**config.mk**
```make
export PLATFORM = sky130hd
export DESIGN_NAME = alu_ctrl_stage_flat
export DESIGN_NICKNAME = d
export VERILOG_FILES = /design/src/rtl/alu_ctrl_if.sv /design/src/rtl/alu_ctrl_stage.sv /design/src/flat_wrapper.sv
export SDC_FILE = /design/constraint.sdc
export NUM_CORES = 1
export LEC_CHECK = 0
export ABC_AREA = 0
export CORE_MARGIN = 4
export CORE_UTILIZATION = 37
export DETAILED_ROUTE_END_ITERATION = 10
export GPL_TIMING_DRIVEN = 0
export PLACE_DENSITY = 0.77
export SYNTH_ARGS = -nofsm -noshare
export SYNTH_HDL_FRONTEND = slang
export SYNTH_SLANG_ARGS = --single-unit
```
**constraint.sdc**
```tcl
create_clock -name clk -period 1.5 [get_ports clk]
set_input_delay 0.15 -clock clk [delete_from_list [all_inputs] [get_ports clk]]
set_output_delay 0.15 -clock clk [all_outputs]
set_load 0.01 [all_outputs]
```
**src/rtl/alu_ctrl_if.sv**
```systemverilog
// alu_ctrl_if: decode-to-execute control bundle.
// master drives in_valid/opcode/funct/imm/stall/flush and sees in_ready plus the registered controls;
// slave is the ID/EX control stage that produces them.
interface alu_ctrl_if #(
    parameter int CNT_W = 8
);
    logic             in_valid;
    logic             in_ready;
    logic [5:0]       opcode;
    logic [5:0]       funct;
    logic [15:0]      imm;
    logic             stall;
    logic             flush;
    logic             out_valid;
    logic [3:0]       alu_control;
    logic             alu_src_imm;
    logic [31:0]      imm_ext;
    logic             illegal;
    logic [CNT_W-1:0] illegal_count;
    modport master (
        output in_valid, opcode, funct, imm, stall, flush,
        input  in_ready, out_valid, alu_control, alu_src_imm, imm_ext, illegal, illegal_count
    );
    modport slave (
        input  in_valid, opcode, funct, imm, stall, flush,
        output in_ready, out_valid, alu_control, alu_src_imm, imm_ext, illegal, illegal_count
    );
endinterface

```
**src/rtl/alu_ctrl_stage.sv**
```systemverilog
// alu_ctrl_stage: registered ID/EX generator of the ALU op code, operand-b select and extended immediate.
// Ports: clk, reset (sync, active high), bus (alu_ctrl_if.slave: handshake, opcode/funct/imm in,
// stall/flush in, registered out_valid/alu_control/alu_src_imm/imm_ext/illegal/illegal_count out).
module alu_ctrl_stage #(
    parameter int CNT_W        = 8,
    parameter int TRAP_ILLEGAL = 1
) (
    input logic       clk,
    input logic       reset,
    alu_ctrl_if.slave bus
);
    localparam logic [3:0] ALU_AND = 4'b0000;
    localparam logic [3:0] ALU_OR  = 4'b0001;
    localparam logic [3:0] ALU_ADD = 4'b0010;
    localparam logic [3:0] ALU_XOR = 4'b0011;
    localparam logic [3:0] ALU_SUB = 4'b0110;
    localparam logic [3:0] ALU_SLT = 4'b0111;
    localparam logic [3:0] ALU_NOR = 4'b1100;
    localparam logic       TRAP    = (TRAP_ILLEGAL != 0);

    logic             valid_q, valid_d;
    logic [3:0]       alu_q, alu_d;
    logic             src_q, src_d;
    logic [31:0]      imm_q, imm_d;
    logic             ill_q, ill_d;
    logic [CNT_W-1:0] cnt_q, cnt_d;

    logic             dec_ok;
    logic [3:0]       dec_alu;
    logic             dec_src;
    logic [31:0]      dec_imm;
    logic [31:0]      sext, zext;

    assign sext = {{16{bus.imm[15]}}, bus.imm};
    assign zext = {16'b0, bus.imm};

    always_comb begin
        dec_ok  = 1'b1;
        dec_alu = ALU_ADD;
        dec_src = 1'b0;
        dec_imm = sext;
        case (bus.opcode)
            6'b000000: case (bus.funct)
                6'b100000, 6'b100001: dec_alu = ALU_ADD;
                6'b100010, 6'b100011: dec_alu = ALU_SUB;
                6'b100100:            dec_alu = ALU_AND;
                6'b100101:            dec_alu = ALU_OR;
                6'b100110:            dec_alu = ALU_XOR;
                6'b100111:            dec_alu = ALU_NOR;
                6'b101010, 6'b101011: dec_alu = ALU_SLT;
                default:              dec_ok  = 1'b0;
            endcase
            6'b001000, 6'b001001, 6'b100011, 6'b101011: dec_src = 1'b1;
            6'b001010, 6'b001011: begin dec_alu = ALU_SLT; dec_src = 1'b1; end
            6'b001100: begin dec_alu = ALU_AND; dec_src = 1'b1; dec_imm = zext; end
            6'b001101: begin dec_alu = ALU_OR;  dec_src = 1'b1; dec_imm = zext; end
            6'b001110: begin dec_alu = ALU_XOR; dec_src = 1'b1; dec_imm = zext; end
            6'b000100, 6'b000101: dec_alu = ALU_SUB;
            6'b000010, 6'b000011: dec_imm = '0;
            default: dec_ok = 1'b0;
        endcase
        // Illegal encodings leave the ALU in its neutral ADD/rt/zero configuration.
        if (!dec_ok) begin
            dec_alu = ALU_ADD;
            dec_src = 1'b0;
            dec_imm = '0;
        end
    end

    always_comb begin
        valid_d = valid_q;
        alu_d   = alu_q;
        src_d   = src_q;
        imm_d   = imm_q;
        ill_d   = ill_q;
        cnt_d   = cnt_q;
        if (bus.flush || (!bus.stall && !bus.in_valid)) begin
            valid_d = 1'b0;
            alu_d   = ALU_ADD;
            src_d   = 1'b0;
            imm_d   = '0;
            ill_d   = 1'b0;
        end else if (!bus.stall) begin
            valid_d = dec_ok || TRAP;
            alu_d   = dec_alu;
            src_d   = dec_src;
            imm_d   = dec_imm;
            ill_d   = !dec_ok && TRAP;
            if (!dec_ok && cnt_q != '1)
                cnt_d = cnt_q + CNT_W'(1);
        end
    end

    always_ff @(posedge clk) begin
        if (reset) begin
            valid_q <= 1'b0;
            alu_q   <= ALU_ADD;
            src_q   <= 1'b0;
            imm_q   <= '0;
            ill_q   <= 1'b0;
            cnt_q   <= '0;
        end else begin
            valid_q <= valid_d;
            alu_q   <= alu_d;
            src_q   <= src_d;
            imm_q   <= imm_d;
            ill_q   <= ill_d;
            cnt_q   <= cnt_d;
        end
    end

    assign bus.in_ready      = !bus.stall;
    assign bus.out_valid     = valid_q;
    assign bus.alu_control   = alu_q;
    assign bus.alu_src_imm   = src_q;
    assign bus.imm_ext       = imm_q;
    assign bus.illegal       = ill_q;
    assign bus.illegal_count = cnt_q;
endmodule

```
**src/flat_wrapper.sv**
```systemverilog
// flat-port wrapper written by rule: the top's interface ports become plain ports
module alu_ctrl_stage_flat 
#(
    parameter int CNT_W        = 8,
    parameter int TRAP_ILLEGAL = 1
)
  (clk, reset, bus_in_valid, bus_opcode, bus_funct, bus_imm, bus_stall, bus_flush, bus_in_ready, bus_out_valid, bus_alu_control, bus_alu_src_imm, bus_imm_ext, bus_illegal, bus_illegal_count);
  alu_ctrl_if #(.CNT_W(CNT_W)) bus_i ();
  input logic clk;
  input logic reset;
  input wire logic [$bits(bus_i.in_valid)-1:0] bus_in_valid;
  input wire logic [$bits(bus_i.opcode)-1:0] bus_opcode;
  input wire logic [$bits(bus_i.funct)-1:0] bus_funct;
  input wire logic [$bits(bus_i.imm)-1:0] bus_imm;
  input wire logic [$bits(bus_i.stall)-1:0] bus_stall;
  input wire logic [$bits(bus_i.flush)-1:0] bus_flush;
  output wire logic [$bits(bus_i.in_ready)-1:0] bus_in_ready;
  output wire logic [$bits(bus_i.out_valid)-1:0] bus_out_valid;
  output wire logic [$bits(bus_i.alu_control)-1:0] bus_alu_control;
  output wire logic [$bits(bus_i.alu_src_imm)-1:0] bus_alu_src_imm;
  output wire logic [$bits(bus_i.imm_ext)-1:0] bus_imm_ext;
  output wire logic [$bits(bus_i.illegal)-1:0] bus_illegal;
  output wire logic [$bits(bus_i.illegal_count)-1:0] bus_illegal_count;
  assign bus_i.in_valid = bus_in_valid;
  assign bus_i.opcode = bus_opcode;
  assign bus_i.funct = bus_funct;
  assign bus_i.imm = bus_imm;
  assign bus_i.stall = bus_stall;
  assign bus_i.flush = bus_flush;
  assign bus_in_ready = bus_i.in_ready;
  assign bus_out_valid = bus_i.out_valid;
  assign bus_alu_control = bus_i.alu_control;
  assign bus_alu_src_imm = bus_i.alu_src_imm;
  assign bus_imm_ext = bus_i.imm_ext;
  assign bus_illegal = bus_i.illegal;
  assign bus_illegal_count = bus_i.illegal_count;
  alu_ctrl_stage #(.CNT_W(CNT_W), .TRAP_ILLEGAL(TRAP_ILLEGAL)) u_core (.clk(clk), .reset(reset), .bus(bus_i));
endmodule
```
==> flow_summary.ini, run 1 <==
[setup_path]
max_stage_delay_ns = 0.37
critPathRequiredTime_ns = 1.71
endpoint_kind = register
critPathKind = register to register
path_cells = nand4_1 > o31ai_4 > a211oi_4 > buf_6 > a31o_4 > a21oi_2
cpMaxStageDelayCell = dfxtp_4
startpoint_type = register
crit_fanout = 8
cp.arrival_ns = 1.79
r2r_setup_slack_ns = -0.08

[sta]
finalHoldViolCount = 0
worstMarginPinSlew_ns = 0.531
fmax_ghz = 0.631
slew_viol_final = 0
setup-violations-final = 4
setup_slack_ns = -0.0846
maxSlewHeadroom_pct = 64.6
fin_crit_ns = 1.58
fin_skew_ns = 0.00209
period_share_pct = 106
rsz0062_at_grt = yes

[synthesis]
synth_top_area_share_pct = 37.5
synthXorXnorAreaFrac_pct = 2.57
synth.distinct_cells = 48
synth.area.mux_share_pct = 1.25
synth_area_leaders = dfxtp_1 (38%), a32oi_1 (8.2%), buf_4 (7.0%)
syn_inst = 196
synthAdderAreaFrac_pct = 0.733
yosys_warnings = 0
synth_top_family_by_area = compound AO/OA/AOI/OAI gates
ys_seq_elements = 32
synth_top_area_cell = dfxtp_1
synth_compound_area_share_pct = 24.7
yosysSeqAreaShare_pct = 37.5
synth_area_sq_um = 1710
synth_area_per_cell_sq_um = 8.71
yosys.area_share.simple_pct = 21.4
syn-num-nets = 230

[placed_design]
place_congestion = 0.842
port_buffers = 78
dp_hpwl_mm = 3.65
pre_cts_ws_ns = -0.729

[drt]
dr.pass1.iters = 4
postRouteAntennaNets = 0
vias = 1879
via_per_inst = 5.35
drtIter0Drc = 104
drc = 0
drt-wirelength-per-cell_um = 15.4
wl_mm = 5.42

[global_routing]
grt_max_degree = 11
grt_pass1_wl_mm = 8.77
grt_use_total_pct = 17.9
first_global_vias = 1808
grt_antenna_before_repair = 0
grt_overflow = 0

[clocking]
cts_tree = built
clk_latency_ns = 0.28
path_clk_slew_ns = 0.07
holdBufCountCts = 0
cts_buffers = 5
ctsLongestPathBuffers = 2
ctsHtreeMaxLevel = 2
cts.sink_count = 32
root_buffer = clkbuf_8

[floorplanning]
die-area_sq_um = 5760
rows = 24
die_w_um = 75.9
ios = 81
die_height_um = 75.9
initial_utilization_pct = 38.7
core_sq_um = 4410

[pwr]
ir_worst_vdd_mv = 0.442
power.total_mw = 2.01
power_density_nw_per_um2 = 683
p_leak_nw = 1.16

[worst_hold_path]
hold_class = input pin to register

[final_layout]
final_common_cell = clkdlybuf4s50_1
mostFrequentLayoutCells = clkdlybuf4s50_1 (50), buf_4 (39), nor2_1 (28)
nets = 332
diodes = 0
drive_above_1_share_pct = 30.1
fillers = 389
utilization_pct = 66.5
area_delta_synth_final_pct = 72.1

[status]
status = finished with violations
violations = setup timing

[flow_run]
maxCapViolations = 0
==> per-stage QoR <==
step | cell area, sq um | hold WS (ns) | cells | setup TNS (ns)
floorplan | 1730 | 0.313 | 196 | -0.0681
global placement | 2580 | 0.443 | 326 | -15.90
detailed placement | 2580 | 0.455 | 326 | -17.01
CTS | 2840 | 0.267 | 345 | -0.0554
global route | 2940 | 0.276 | 351 | -0.686
finish | 2940 | 0.275 | 351 | -0.161
==> cells in the mapped netlist (all sizes together) <==
cell type  instances
buf               20
nand2b             2
nor3b              2
nand2             11
o211ai             1
a211o              1
mux2i              1
a21o               1
o21bai             2
dfxtp             32
a211oi             1
a21oi             10
or2                1
and2               1
or3                1
o221ai             1
xnor2              4
nand3              5
a2111oi            3
inv                7
nor2b              6
and3               1
o2111a             1
mux2               1
ha                 1
nand4              6
nor2              29
a311oi             1
o31ai              2
or3b               2
o2111ai            1
clkbuf             6
nand3b             2
a32oi             16
o21ai              3
a31o               2
a21bo              1
nor3               3
a31oi              3
xor2               1
o21a               1
==> where the power goes <==
part | switching (mW) | internal, mW | leakage (nW) | total, mW
Combinational | 0.170 | 0.164 | 0.841 | 0.333
Clock | 0.324 | 0.493 | 0.0552 | 0.817
Sequential | 0.00580 | 0.849 | 0.264 | 0.855
==> per-layer routing <==
layer	routed length (um)	GRT usage, %	vias up	part of all wire [%]
met3	451	6.99	16	8.3
met5	0	0	-	0
met1	2210	20.7	876	41
met2	2650	30.3	81	49
li1	-	-	906	-
met4	106	5.16	0	2.0
==> worst paths after layout <==
check                                endpoint  depth (start not counted)                        start
setup reg to reg  u_core.bus.illegal_count[5]                          6  u_core.bus.illegal_count[3]
hold / removal      u_core.bus.alu_control[0]                          3                bus_opcode[3]
setup / recovery  u_core.bus.illegal_count[5]                          6  u_core.bus.illegal_count[3]
hold reg to reg          u_core.bus.out_valid                          2         u_core.bus.out_valid
==> flip-flops by register name, indices dropped and copies added (netlist names) <==
signal                    count
u_core.bus.illegal_count      8
u_core.bus.alu_src_imm        1
u_core.bus.imm_ext           17
u_core.bus.out_valid          1
u_core.bus.illegal            1
u_core.bus.alu_control        4
==> kinds of logic after synthesis <==
group,after synthesis
simple gates,72
mux,2
fa+ha+maj,1
buf+inv,33
xor+xnor,5
flops,32
compound gates,51
==> timing repair <==
action / in CTS / in global routing
gates cloned: 0 / 0
setup endpoints to repair: 47 / 23
pin swaps: 11 / 13
resized for setup: 53 / 19
setup buffers: 11 / 6
==> cell type report <==
cell class,count,area (sq um),share of cell area (%)
Sequential cell,32,664,22.6
Multi-Input combinational cell,131,1010,34.3
Clock inverter,2,35.0,1.19
Tap cell,52,65.1,2.22
Buffer,26,180,6.14
Clock buffer,6,72.6,2.47
Inverter,7,26.3,0.895
Timing Repair Buffer,95,886,30.2
==> worst max-delay path, delay by kind of cell (launching register included) <==
family | cells | cell delay, ns
simple gates | 1 | 0.16
compound gates | 4 | 0.81
flops | 1 | 0.37
buf+inv | 1 | 0.16
No activity file was read; power rests on OpenSTA's default activity.
==> run 2, diff against run 1 <==
--- a/config.mk
+++ b/config.mk
@@ -8,9 +8,11 @@
 export ABC_AREA = 0
 export CORE_MARGIN = 4
 export CORE_UTILIZATION = 37
+export CTS_CLUSTER_DIAMETER = 80
 export DETAILED_ROUTE_END_ITERATION = 10
 export GPL_TIMING_DRIVEN = 0
-export PLACE_DENSITY = 0.77
+export PLACE_DENSITY = 0.74
+export SLEW_MARGIN = 20
 export SYNTH_ARGS = -nofsm -noshare
 export SYNTH_HDL_FRONTEND = slang
 export SYNTH_SLANG_ARGS = --single-unit
==> run 2 against run 1 <==
Critical path depth unchanged. Worst hold slack improved by 0.0056 ns. Clock power decreased by 13%. Critical path type unchanged. Largest cell class unchanged. Global-route usage decreased by 1.6 points. The run still ends with setup timing left.
==> flow_summary.ini, run 2 (synthesized netlist as in run 1, its figures left out) <==
[sta]
period_share_pct = 102
rsz0062_at_grt = yes
setup_slack_ns = -0.0269
fin_skew_ns = 0.00488
slew_viol_final = 0
fin_crit_ns = 1.53
worstMarginPinSlew_ns = 0.505
setup-violations-final = 4
fmax_ghz = 0.655
finalHoldViolCount = 0
maxSlewHeadroom_pct = 66.4

[worst_hold_path]
hold_class = input pin to register

[clocking]
ctsLongestPathBuffers = 2
root_buffer = clkbuf_8
clk_latency_ns = 0.27
cts.sink_count = 32
path_clk_slew_ns = 0.07
ctsHtreeMaxLevel = 2
cts_tree = built
holdBufCountCts = 0
cts_buffers = 5

[drt]
drtIter0Drc = 102
drt-wirelength-per-cell_um = 14.2
postRouteAntennaNets = 0
vias = 1764
via_per_inst = 5.13
drc = 0
wl_mm = 4.90
dr.pass1.iters = 4

[final_layout]
utilization_pct = 64.3
drive_above_1_share_pct = 29.8
nets = 326
diodes = 0
area_delta_synth_final_pct = 66.3
layoutNonFillerInstCount = 344
largest_reg_flops = 17
final_common_cell = clkdlybuf4s50_1
mostFrequentLayoutCells = clkdlybuf4s50_1 (50), buf_4 (40), nor2_1 (28)

[setup_path]
critPathRequiredTime_ns = 1.71
crit_fanout = 8
endpoint_kind = register
cp.arrival_ns = 1.74
startpoint_type = register
critPathKind = register to register

[global_routing]
grt_antenna_before_repair = 0
first_global_vias = 1670
grt_use_total_pct = 16.3
grt_overflow = 0
grt_max_degree = 18
grt_pass1_wl_mm = 8.04

[floorplanning]
die_height_um = 75.9
die_w_um = 75.9
rows = 24
initial_utilization_pct = 38.7
die-area_sq_um = 5760
ios = 81
core_sq_um = 4410

[pwr]
ir_worst_vdd_mv = 0.727
power_density_nw_per_um2 = 667
power.total_mw = 1.89
p_leak_nw = 1.07

[status]
violations = setup timing
status = finished with violations

[flow_run]
maxCapViolations = 0

[placed_design]
port_buffers = 78
dp_hpwl_mm = 3.42
placed_cells = 326
place_congestion = 0.803
## run 2: cell types whose count changed in the layout (fill, tap and decap cells not counted), moves of 2 or more
cell            change
a2111oi_1           +2
dlygate4sd2_1       -3
clkbuf_8            +2
dlymetal6s2s_1      -3
a2111oi_2           -2
## run 2: metal layers
layer  vias to the layer above  wire (um)  track usage (%)
li1                        890          -                -
met3                         4        405             6.52
met5                         -          0                0
met1                       807       2270             21.2
met4                         0         25             3.74
met2                        63       2200             25.1
## run 2: worst max-delay path, cell delays in order (launching register included)
cell	delay, ns
dfxtp_4	0.37
nand4_1	0.17
o31ai_4	0.34
a211oi_4	0.07
buf_6	0.16
a31o_4	0.21
a21oi_2	0.12
## run 2: worst paths after layout
kind                                                  start                           to  slack, ns  cells past startpoint
worst min-delay path                                  reset  u_core.bus.illegal_count[1]       0.28                      2
worst max-delay path            u_core.bus.illegal_count[3]  u_core.bus.illegal_count[7]      -0.03                      6
worst min register to register         u_core.bus.out_valid         u_core.bus.out_valid       0.46                      2
worst max register to register  u_core.bus.illegal_count[3]  u_core.bus.illegal_count[7]      -0.03                      6
## run 2: cell type report
type	instances	area, sq um
fillers	393	1580
plain buffers	26	184
multi-input cells	131	988
flip-flops and latches	32	662
inverters	7	26.3
repair buffers	89	816
well taps	52	65.1
clock buffers	7	96.3
## run 2: where the power goes
group | internal [mW] | total, mW | switching (mW)
registers | 0.851 | 0.858 | 0.00649
logic | 0.164 | 0.326 | 0.161
clock network | 0.408 | 0.708 | 0.300
total | 1.42 | 1.89 | 0.468
## run 2: what timing repair did
action	CTS	global route
pin swaps	14	12
resized for setup	55	11
setup buffers	7	4
setup endpoints to repair	47	28
## run 2: metrics by stage
step	worst slack [ns]	TNS (ns)	cell area (sq um)	hold WS, ns
finish	-0.0269	-0.0500	2840	0.280
global route	-0.115	-0.687	2840	0.317
CTS	-0.0175	-0.0183	2790	0.264
detailed placement	-0.725	-16.44	2580	0.443
global placement	-0.725	-16.10	2580	0.439
floorplan	-0.0681	-0.0681	1730	0.313
==> run 3, diff against run 2 <==
--- a/config.mk
+++ b/config.mk
@@ -6,6 +6,7 @@
 export NUM_CORES = 1
 export LEC_CHECK = 0
 export ABC_AREA = 0
+export CAP_MARGIN = 20
 export CORE_MARGIN = 4
 export CORE_UTILIZATION = 37
 export CTS_CLUSTER_DIAMETER = 80
==> results of run 3 <==
No change in the layout: final DEF, timing and power equal those of run 2.
